## config.mk

```make
export PLATFORM = sky130hd
export DESIGN_NAME = uart_rx_param
export DESIGN_NICKNAME = d
export VERILOG_FILES = /design/src/rtl/uart_pkg.sv /design/src/rtl/uart_sync.sv /design/src/rtl/uart_rx_param.sv
export SDC_FILE = /design/constraint.sdc
export NUM_CORES = 1
export LEC_CHECK = 0
export ABC_AREA = 1
export CAP_MARGIN = 40
export CORE_ASPECT_RATIO = 1.1
export CORE_MARGIN = 4
export CORE_UTILIZATION = 50
export DETAILED_ROUTE_END_ITERATION = 6
export PLACE_DENSITY = 0.7
export SLEW_MARGIN = 20
export SYNTH_ARGS = -nofsm -noshare
export SYNTH_HDL_FRONTEND = slang
export SYNTH_SLANG_ARGS = --single-unit
```

## constraint.sdc

```tcl
create_clock -name clk -period 1.8 [get_ports clk]
set_clock_uncertainty 0.15 [all_clocks]
set_input_delay 0.36 -clock clk [delete_from_list [all_inputs] [get_ports clk]]
set_output_delay 0.36 -clock clk [all_outputs]
set_load 0.1 [all_outputs]
```

## src/rtl/uart_pkg.sv

```systemverilog
`default_nettype none
// ============================================================================
// uart_pkg: state encodings, parity modes and parity helper shared by UART Rx/Tx
// Rev 1.0
// ============================================================================
package uart_pkg;

    localparam int PARITY_NONE    = 0;
    localparam int PARITY_EVEN    = 1;
    localparam int PARITY_ODD     = 2;
    localparam int MAX_DATA_WIDTH = 9;

    typedef enum logic [2:0] {
        ST_IDLE      = 3'd0,
        ST_START     = 3'd1,
        ST_DATA      = 3'd2,
        ST_PARITY    = 3'd3,
        ST_STOP      = 3'd4,
        ST_WAIT_IDLE = 3'd5
    } rx_state_t;

    // Expected parity bit; callers zero-extend narrower words to MAX_DATA_WIDTH.
    function automatic logic parity_bit(input logic [MAX_DATA_WIDTH-1:0] data,
                                        input int mode);
        return (^data) ^ (mode == PARITY_ODD);
    endfunction

endpackage
`default_nettype wire

```

## src/rtl/uart_sync.sv

```systemverilog
`default_nettype none
// ============================================================================
// uart_sync: flip-flop synchronizer chain, resets to the idle-high line level
// Rev 1.0
// ============================================================================
module uart_sync #(
    parameter int SYNC_STAGES = 3
) (
    input  logic clk,
    input  logic reset,
    input  logic async_in,
    output logic sync_out
);

    logic [SYNC_STAGES-1:0] r_chain;

    always_ff @(posedge clk or posedge reset) begin
        if (reset) begin
            r_chain <= '1;
        end else begin
            r_chain <= {r_chain[SYNC_STAGES-2:0], async_in};
        end
    end

    assign sync_out = r_chain[SYNC_STAGES-1];

endmodule
`default_nettype wire

```

## src/rtl/uart_rx_param.sv

```systemverilog
`default_nettype none
// ============================================================================
// uart_rx_param: parametrised UART receiver with ready/valid word output
// Rev 1.0
// ============================================================================
module uart_rx_param
    import uart_pkg::*;
#(
    parameter int DATA_WIDTH     = 8,
    parameter int CLOCKS_PER_BIT = 8,
    parameter int PARITY_MODE    = 1,
    parameter int STOP_BITS      = 1,
    parameter int SYNC_STAGES    = 3
) (
    input  logic                  clk,
    input  logic                  reset,
    input  logic                  serial_in,
    output logic [DATA_WIDTH-1:0] received_data,
    output logic                  data_is_valid,
    input  logic                  data_ready,
    output logic                  rx_error,
    output logic                  overrun,
    output logic                  rx_busy
);

    localparam int TICK_W = $clog2(CLOCKS_PER_BIT);
    localparam int BIT_W  = $clog2(DATA_WIDTH + 1);

    localparam logic [TICK_W-1:0] c_half_last = TICK_W'(CLOCKS_PER_BIT / 2 - 1);
    localparam logic [TICK_W-1:0] c_full_last = TICK_W'(CLOCKS_PER_BIT - 1);
    localparam logic [BIT_W-1:0]  c_data_last = BIT_W'(DATA_WIDTH - 1);
    localparam logic [BIT_W-1:0]  c_stop_last = BIT_W'(STOP_BITS - 1);

    logic                        w_line;
    logic                        w_stop_framing;
    logic [MAX_DATA_WIDTH-1:0]   w_par_data;

    rx_state_t                   r_state;
    logic [TICK_W-1:0]           r_tick;
    logic [BIT_W-1:0]            r_bit_cnt;
    logic [DATA_WIDTH-1:0]       r_shift;
    logic                        r_par_err;
    logic                        r_frm_err;

    uart_sync #(
        .SYNC_STAGES (SYNC_STAGES)
    ) u_sync (
        .clk      (clk),
        .reset    (reset),
        .async_in (serial_in),
        .sync_out (w_line)
    );

    always_comb begin
        w_par_data                 = '0;
        w_par_data[DATA_WIDTH-1:0] = r_shift;
    end

    // Framing state including the stop sample being taken this cycle.
    assign w_stop_framing = r_frm_err | ~w_line;

    always_ff @(posedge clk or posedge reset) begin
        if (reset) begin
            r_state       <= ST_IDLE;
            r_tick        <= '0;
            r_bit_cnt     <= '0;
            r_shift       <= '0;
            r_par_err     <= 1'b0;
            r_frm_err     <= 1'b0;
            received_data <= '0;
            data_is_valid <= 1'b0;
            rx_error      <= 1'b0;
            overrun       <= 1'b0;
            rx_busy       <= 1'b0;
        end else begin
            overrun <= 1'b0;

            if (data_is_valid && data_ready) begin
                data_is_valid <= 1'b0;
                rx_error      <= 1'b0;
            end

            case (r_state)
                ST_IDLE: begin
                    if (!w_line) begin
                        r_state <= ST_START;
                        r_tick  <= '0;
                        rx_busy <= 1'b1;
                    end
                end

                ST_START: begin
                    if (r_tick == c_half_last) begin
                        r_tick <= '0;
                        if (w_line) begin
                            r_state <= ST_IDLE;
                            rx_busy <= 1'b0;
                        end else begin
                            r_state   <= ST_DATA;
                            r_bit_cnt <= '0;
                            r_par_err <= 1'b0;
                            r_frm_err <= 1'b0;
                        end
                    end else begin
                        r_tick <= r_tick + 1'b1;
                    end
                end

                ST_DATA: begin
                    if (r_tick == c_full_last) begin
                        r_tick  <= '0;
                        r_shift <= {w_line, r_shift[DATA_WIDTH-1:1]};
                        if (r_bit_cnt == c_data_last) begin
                            r_bit_cnt <= '0;
                            r_state   <= (PARITY_MODE == PARITY_NONE) ? ST_STOP : ST_PARITY;
                        end else begin
                            r_bit_cnt <= r_bit_cnt + 1'b1;
                        end
                    end else begin
                        r_tick <= r_tick + 1'b1;
                    end
                end

                ST_PARITY: begin
                    if (r_tick == c_full_last) begin
                        r_tick    <= '0;
                        r_bit_cnt <= '0;
                        r_par_err <= (w_line != parity_bit(w_par_data, PARITY_MODE));
                        r_state   <= ST_STOP;
                    end else begin
                        r_tick <= r_tick + 1'b1;
                    end
                end

                ST_STOP: begin
                    if (r_tick == c_full_last) begin
                        r_tick    <= '0;
                        r_frm_err <= w_stop_framing;
                        if (r_bit_cnt == c_stop_last) begin
                            r_bit_cnt <= '0;
                            // A held word that is not leaving this cycle wins; the new one is lost.
                            if (!data_is_valid || data_ready) begin
                                received_data <= r_shift;
                                data_is_valid <= 1'b1;
                                rx_error      <= r_par_err | w_stop_framing;
                            end else begin
                                overrun <= 1'b1;
                            end
                            if (w_stop_framing) begin
                                r_state <= ST_WAIT_IDLE;
                            end else begin
                                r_state <= ST_IDLE;
                                rx_busy <= 1'b0;
                            end
                        end else begin
                            r_bit_cnt <= r_bit_cnt + 1'b1;
                        end
                    end else begin
                        r_tick <= r_tick + 1'b1;
                    end
                end

                ST_WAIT_IDLE: begin
                    if (w_line) begin
                        r_state <= ST_IDLE;
                        rx_busy <= 1'b0;
                    end
                end

                default: begin
                    r_state <= ST_IDLE;
                    r_tick  <= '0;
                    rx_busy <= 1'b0;
                end
            endcase
        end
    end

endmodule
`default_nettype wire

```

==> metrics.txt <==
WP depth=9; clock-pin slew on the worst setup and hold paths=0.07 ns; hold_sp=u_sync.r_chain[0]; syn nets=247; commonest non-fill, non-tap cell in the layout=nand2_1; Root Buffer=clkbuf_8; Post-synth EDFFs=0; # H-tree levels=2; Flop pwr share=0.338; GRT Residual Overflow=0; Hold Path Class=register to register; max incr delay on CP=0.44 ns; Die Span Y=73.03 µm; Slew HR=0.7369; period utilization=0.9605; Comb pwr share=0.456; largest net degree at the start of global routing=36; CP endpoint kind=register; r2r startpoint=r_tick[0]; Gate Count Post-Synth=236; Final Setup Violations=0; final instance area=0.002449 mm²; number of global-route vias before repair=1518; initial core utilization=0.5217; first-pass GRT wire length=6775 µm; pwr dens=1239 mW/mm²; gpl congestion=0.8703; WP data arrival=1.76 ns; Slew Viols, Final=0; total power=3.035 mW; DRT iter0 DRCs=126; Post-CTS Hold Fix Bufs=0; CP Cell Sequence=ha_4 > ha_1 > inv_1 > nand2_2 > nand2_2 > nor2_1 > nand3_1 > nand2_1 > nand2_1; die area=0.004901 mm²; num rows=23; CP Class=register to register; async set or reset register ratio after synthesis=1.000; Synth cell types=30; final setup TNS=0 ns; hpwl dp=2757 µm; Longest Clk Path Bufs=2; placed instance area=0.002265 mm²; Syn Area/Cell=8.143 µm²; worst-margin pin slew=0.3931 ns; Hold Crit Depth=0; Required @ worst endpoint=1.83 ns; internal power=1.726 mW; Min Hold Slack=0.2070 ns; GRT Util Overall=0.1833; cts bufs inserted=5; drt first pass iters=4; worst setup path start=r_tick[0]; CP Launch Type=register; clock group share of total power=0.206; Core Util, Final=0.6647; Fin. Hold Viols=0; area delta synth->final=27.41%; Boundary Pins=16; Synth Warn #=0; Leak Pwr=1.210 nW; CP Max Fanout=5; vias per cell=4.879; CTS tree=built; Core ar.=0.003684 mm²; peak supply drop=0.5873 mV; sequential fraction of the synthesis area=0.4577; Sw Pwr=1.309 mW; ANT cells=0; Reg2Reg Depth=9; Crit path max-delay family=simple AND/OR/NAND/NOR gates; count of state elements after synthesis=35; min Tclk post-route=1.729 ns; crit path buf inv count=1; Synth Flop Type=dfrtp_1; hold endpoint=u_sync.r_chain[1]; nets=274; FMAX=578.4 MHz; Worst R2R Setup Slack=0.07 ns; Max-Cap Viols=0; total clock sinks=35; post-DR wirelength/cell=12.42 µm; status=completed; PortBufs=15; most frequent cells in the layout=nand2_1, dfrtp_1, inv_1; initial antenna violation count=0; drt drc=0; Via Count=1532; Detailed Route WL=3900 µm; Critical R2R Capture=r_bit_cnt[0]; ANT nets after route=0; Worst path slowest cell=dfrtp_1; switching share of power=0.4312; Worst-Skew Late Latency=0.29 ns; share of cells above drive strength 1=0.2121; Syn Std Cell Area=0.001922 mm²; die span in x=67.11 µm
through the flow:
step / setup WS (ns) / instances
3_3_place_gp: 0.02540 / 302
3_5_place_dp: -0.01829 / 302
6_report: 0.07107 / 314
5_1_grt: -0.02967 / 314
4_1_cts: 0.02573 / 311
2_1_floorplan: 0.1322 / 236
worst reg2reg max path: stages (launching register included):
cell and delay (ns):
dfrtp_1 0.44, ha_4 0.20, ha_1 0.17, inv_1 0.05, nand2_2 0.11, nand2_2 0.12, nor2_1 0.15, nand3_1 0.11
nand2_1 0.07, nand2_1 0.05
how the worst max path moves through the flow:
stage	slack, ns	to
global placement	0.03	rx_error
finish	0.07	r_bit_cnt[0]
CTS	0.03	r_state[1]
detailed placement	-0.02	rx_error
floorplan	0.13	received_data[6]
global route	-0.03	r_bit_cnt[0]
cells by family after synthesis:
group | Yosys count | synth area share
AO/OA/AOI/OAI | 33 | 0.09570
XOR/XNOR | 4 | 0.01823
adder cells (fa/ha/maj) | 7 | 0.04557
buffers and inverters | 34 | 0.07617
flip-flops | 35 | 0.4577
AND/OR/NAND/NOR | 123 | 0.3066
power groups by stage:
stage          Combinational (mW)  Clock (mW)  Sequential [mW]
3_3_place_gp                 1.27           0             1.02
5_1_grt                      1.53       0.677             1.03
6_report                     1.38       0.626             1.03
2_1_floorplan               0.854           0             1.13
4_1_cts                      1.30       0.641             1.02
3_5_place_dp                 1.28           0             1.03
registers in the layout, summed over array words and instances (netlist names):
signal	cells
rx_busy	1
received_data	8
r_frm_err	1
r_shift	8
rx_error	1
overrun	1
r_par_err	1
r_state	3
data_is_valid	1
u_sync.r_chain	3
r_tick	3
r_bit_cnt	4
final cells by class:
type                    instances  area (µm²)
fillers                       305        1235
multi-input cells             167       935.9
flip-flops and latches         35       882.1
repair buffers                 22       347.8
inverters                      32       120.1
clock buffers                   8       100.1
well taps                      50       62.56
what timing repair did:
item | in CTS | in global routing
endpoints found under the setup margin | 4 | 15
pin swaps | 1 | 1
gates resized for setup | 1 | 7
gates cloned | 0 | 0
setup buffers | 1 | 3
per-layer routing:
| layer | wire, µm | track usage | vias to the layer above | part of all wire |
|---|---|---|---|---|
| li1 | - | - | 799 | - |
| met1 | 1760 | 0.2202 | 698 | 0.45 |
| met2 | 1916 | 0.3079 | 27 | 0.49 |
| met3 | 139 | 0.04622 | 8 | 0.036 |
| met4 | 84 | 0.07883 | 0 | 0.022 |
| met5 | 0 | 0 | - | 0 |
Yosys cell counts (2+ instances only):
cell type	count	area share
a21oi_1	7	0.018
a21oi_2	2	0.0091
dfrtp_1	32	0.42
dfstp_2	3	0.041
ha_1	7	0.046
inv_1	29	0.057
inv_2	3	0.0059
nand2_1	68	0.13
nand2_2	6	0.020
nand3_1	18	0.047
nor2_1	18	0.035
nor2_2	3	0.0098
nor2_8	2	0.021
o211ai_1	2	0.0078
o21ai_0	12	0.031
o21ai_1	8	0.021
xnor2_1	2	0.0091
xor2_1	2	0.0091
No activity file was read; power rests on OpenSTA's default activity.
==> edit 1 (config.mk and constraints unchanged) <==
`SYNC_STAGES` is set to 3 in 2 places; all go to 6.
--- a/src/rtl/uart_sync.sv
+++ b/src/rtl/uart_sync.sv
@@ -4,7 +4,7 @@
 // Rev 1.0
 // ============================================================================
 module uart_sync #(
-    parameter int SYNC_STAGES = 3
+    parameter int SYNC_STAGES = 6
 ) (
     input  logic clk,
     input  logic reset,
--- a/src/rtl/uart_rx_param.sv
+++ b/src/rtl/uart_rx_param.sv
@@ -10,7 +10,7 @@
     parameter int CLOCKS_PER_BIT = 8,
     parameter int PARITY_MODE    = 1,
     parameter int STOP_BITS      = 1,
-    parameter int SYNC_STAGES    = 3
+    parameter int SYNC_STAGES    = 6
 ) (
     input  logic                  clk,
     input  logic                  reset,
Formal check against the unedited RTL: not equivalent (a bounded check fails within 10 cycles, from zero or initial values and one cycle with reset high).
==> edit 1 against the unedited design <==
Design area is 0.82% lower; sequential cell count is 3 higher; die area hardly changed; wire length is 4.4% lower; synthesized cell count is 0.42% higher; worst setup slack better by 0.039 ns; area after synthesis hardly changed; maximum frequency is 2.3% higher; largest cell class is now registers.
Power is not compared: it rests on default switching activity, and its combinational part moved more than twofold at a synthesized area within 25%.
==> edit 1: results (changes against the unedited design) <==
| Metric | Value |
|---|---|
| Status | `finished, final reports clean` |
| Net Count, Synth | `248 (+0.40%)` |
| Met2 WL | `1.77 mm (-7.9%)` |
| Pre-CTS WS | `0.0484 ns (+0.0667 ns)` |
| P_leak | `1.23 nW` |
| Synthesis Warnings | `0 (unchanged)` |
| Routability congestion estimate | `0.959 (+10%)` |
| Finished Layout Cells | `316 (+0.64%)` |
| First-pass GRT wire length | `6.56 mm (-3.2%)` |
| Layout Nets | `276 (+0.73%)` |
| Largest net degree at the start of global routing | `39 (+8.3%)` |
| Metal-1 WL | `1.75 mm (-0.51%)` |
| WL met3 | `140 µm (+0.72%)` |
| Post-synthesis sequential area ratio | `49.8% (+4.1 points)` |
| Final HPWL DP | `2.65 mm (-4.0%)` |
| Top Registers | `r_shift (8), received_data (8), u_sync.r_chain (6)` |
| Drt first pass iters | `4 (unchanged)` |
| Post-placement cell count | `307 (+1.7%)` |
| Clk buf depth | `2 (unchanged)` |
| Final wirelength | `3.73 mm (-4.4%)` |
| Critical Path Max Stage Delay | `0.43 ns` |
| Initial antenna violation count | `0 (unchanged)` |
| Synth cell types | `23 (-23%)` |
| Synth top cells by count | `nand2_1, inv_1, dfrtp_1, nor2_1, o21ai_0` |
| Total GRT Usage | `17.8% (-0.48 points)` |
| Clk root buf | `clkbuf_8` |
| Largest cells by area after synthesis | `dfrtp_1, nand2_1, dfstp_2` |
| Htree depth | `2 (unchanged)` |
| Hold Path Class | `flip-flop to flip-flop` |
| Syn_area_per_cell | `8.11 µm² (-0.36%)` |
| Top Metal Used | `met4` |
| Worst-path clk slew | `0.07 ns (about the same)` |
| Fillers | `326 (+6.9%)` |
| PortBufs | `15 (unchanged)` |
| Worst ir drop on vdd | `556 µV` |
| Max-slew violations | `0 (unchanged)` |
| Slew at the pin with the worst max-slew slack | `0.391 ns (-0.00192 ns)` |
| Share of cells above drive strength 1 | `19.5% (-1.7 points)` |
| Diodes inserted | `0 (unchanged)` |
| Worst-path fanout max | `3 (-2)` |
| Initial DRC Count | `86 (-32%)` |
| Vias | `1542 (+0.65%)` |
| Max stage delay cell, worst path | `dfrtp_1` |
-- edit 1: changes by cell type after synthesis, sizes merged, moves of 2 or more --
cell | before | now
nand3 | 19 | 12
a21oi | 9 | 13
o211ai | 2 | 0
inv | 32 | 37
nand2 | 75 | 65
nor3 | 0 | 4
o21ai | 20 | 22
nor2 | 24 | 31
dfstp | 3 | 6
-- edit 1: path summary, 6_finish.rpt --
| check | cells after the start | slack (ns) | start | endpoint |
|---|---|---|---|---|
| setup reg to reg | 9 | 0.11 | r_state[1]$_DFFE_PP0P_ | r_state[2]$_DFFE_PP0P_ |
| setup / recovery | 9 | 0.11 | r_state[1]$_DFFE_PP0P_ | r_state[2]$_DFFE_PP0P_ |
| hold reg to reg | 0 | 0.20 | u_sync.r_chain[3]$_DFF_PP1_ | u_sync.r_chain[4]$_DFF_PP1_ |
| max in group asynchronous | 3 | 0.98 | reset | u_sync.r_chain[3]$_DFF_PP1_ |
| min in group asynchronous | 3 | 0.26 | reset | r_shift[5]$_DFFE_PP0P_ |
| hold / removal | 0 | 0.20 | u_sync.r_chain[3]$_DFF_PP1_ | u_sync.r_chain[4]$_DFF_PP1_ |
-- edit 1: routing by layer --
metal | GRT usage (%) | up-vias
met5 | 0 | -
met3 | 4.62 | 6
met2 | 28.9 | 23
met1 | 22.4 | 724
met4 | 7.43 | 0
li1 | - | 789
-- edit 1: critical path: cells and delay by family (launching register included) --
family	cells	cell delay, ns
flip-flops	1	0.43
AND/OR/NAND/NOR	7	0.74
buffers and inverters	2	0.27
-- edit 1: final cells by class --
class                           count  area (µm²)  area share [%]
Timing Repair Buffer               24         350            14.4
Clock buffer                        6        72.6            2.99
Clock inverter                      2        10.0           0.412
Multi-Input combinational cell    159         832            34.3
Inverter                           37         139            5.72
Sequential cell                    38         962            39.6
Tap cell                           50        62.6            2.58
-- edit 1: timing repair --
item | in CTS | in global routing
setup buffers | 0 | 1
setup endpoints to repair | 0 | 25
resized for setup | 0 | 14
-- edit 1: power by group --
| part | internal [W] | total, W | switching, W |
|---|---|---|---|
| clock network | 0.000268 | 0.000562 | 0.000294 |
| logic | 0.0000691 | 0.000197 | 0.000128 |
| registers | 0.000882 | 0.000903 | 0.0000208 |
-- edit 1: logic make-up after synthesis --
group | synth area share [%]
xor+xnor | 1.37
buf+inv | 8.85
simple gates | 26.1
fa+ha+maj | 4.55
flops | 49.8
compound gates | 9.30
-- edit 1: per-stage QoR --
step | area (µm²) | hold WS, ns
5_1_grt | 2430 | 0.208
3_5_place_dp | 2300 | 0.198
6_report | 2430 | 0.201
2_1_floorplan | 1920 | 0.195
4_1_cts | 2380 | 0.207
3_3_place_gp | 2300 | 0.196
==> edit 2 (config.mk and constraints unchanged) <==
Made on the original files. Compare `r_bit_cnt` against `c_data_last` with >= in place of ==.
--- a/src/rtl/uart_rx_param.sv
+++ b/src/rtl/uart_rx_param.sv
@@ -110,7 +110,7 @@
                     if (r_tick == c_full_last) begin
                         r_tick  <= '0;
                         r_shift <= {w_line, r_shift[DATA_WIDTH-1:1]};
-                        if (r_bit_cnt == c_data_last) begin
+                        if (r_bit_cnt >= c_data_last) begin
                             r_bit_cnt <= '0;
                             r_state   <= (PARITY_MODE == PARITY_NONE) ? ST_STOP : ST_PARITY;
                         end else begin
Function: same outputs for any inputs over 10 cycles, from zero or initial values and one cycle with reset high; that may be too few to reach the edited logic, so the function may still have changed.
==> edit 2 against the unedited design <==
Sequential cell count unchanged; design area decreased by 8.2%; area after synthesis decreased by 5.6%; via count decreased by 6.7%; wire length decreased by 16%; power decreased by 18%; core utilization decreased by 0.64 points; worst setup slack improved by 0.053 ns; count of clock-buffer cells in the layout unchanged.
==> edit 2: results (changes against the unedited design) <==
| Metric | Value |
|---|---|
| R2r setup slk | `0.12 ns (+0.05 ns)` |
| Synth top cells by count | `nand2_1, inv_1, dfrtp_1, nor2_1, o21ai_0` |
| Critical Path Max Stage Delay | `0.41 ns (-0.03 ns)` |
| Fillers | `309 (+1.3%)` |
| Clk_lat worst skew | `0.33 ns (+0.04 ns)` |
| Pre-CTS WS | `0.0538 ns (+0.0721 ns)` |
| Layout Nets | `256 (-6.6%)` |
| Synth-to-layout area growth | `23.9%` |
| Final wirelength | `3.27 mm (-16%)` |
| Syn_area_per_cell | `8.10 µm² (-0.54%)` |
| DP Area | `2150 µm² (-4.9%)` |
| P_leak | `1.11 nW (-8.7%)` |
| Worst ir drop on vdd | `697 µV (+19%)` |
| Synth cell types | `28 (-6.7%)` |
| First-pass GRT wire length | `5.88 mm (-13%)` |
| Post-DR wirelength/cell | `11.1 µm (-11%)` |
| FF-to-FF End | `r_state[1]$_DFFE_PP0P_` |
| Clk root buf | `clkbuf_4` |
| Share of cells above drive strength 1 | `17.4% (-3.8 points)` |
| Net Count, Synth | `234 (-5.3%)` |
| FMAX | `0.597 GHz (+3.1%)` |
| Routability congestion estimate | `0.817 (-6.1%)` |
| Status | `finished, final reports clean` |
| Post-synthesis sequential area ratio | `48.5% (+2.7 points)` |
| Final HPWL DP | `2.47 mm (-10%)` |
edit 2: cell count changes after synthesis, moves of 2 or more:
cell	before	now
nand2_1	68	54
o21ai_0	12	20
nor2_1	18	25
nand3_1	18	12
inv_1	29	33
o21ai_1	8	4
a21oi_1	7	10
nand2_2	6	4
edit 2: what timing repair did:
action | CTS | global route
endpoints found under the setup margin | 0 | 14
resized for setup | 0 | 7
endpoints found under the hold margin | 0 | 0
edit 2: kinds of logic after synthesis:
| group | Yosys count | share of synthesized area (%) |
|---|---|---|
| AOI/OAI and AO/OA | 39 | 11.7 |
| adders and majority gates | 6 | 4.14 |
| buffers and inverters | 37 | 8.34 |
| DFF | 35 | 48.5 |
| and+or+nand+nor | 104 | 25.9 |
| xor gates and xnor gates | 3 | 1.45 |
edit 2: metal layers:
metal	vias to the layer above	wire length, µm	track usage, %
li1	748	-	-
met4	0	44	4.15
met5	-	0	0
met3	5	86	5.24
met2	14	1600	26.5
met1	663	1530	20.2
edit 2: worst min-delay path, delay by kind of cell:
kind	cells	cell delay [ns]
buf+inv	3	0.71
edit 2: cell type report:
cell class	count	share of cell area, %
clock buffers	8	3.06
inverters	35	5.85
multi-input cells	152	35.9
flip-flops and latches	35	39.3
well taps	48	2.67
repair buffers	17	13.3
edit 2: report_power, final:
part / internal (W) / leakage, nW / switching (W) / total, W
combinational: 0.000358 / 0.621 / 0.000642 / 0.00100
clock: 0.000230 / 0.0386 / 0.000249 / 0.000478
sequential: 0.000895 / 0.446 / 0.000111 / 0.00101
total: 0.00148 / 1.11 / 0.00100 / 0.00248
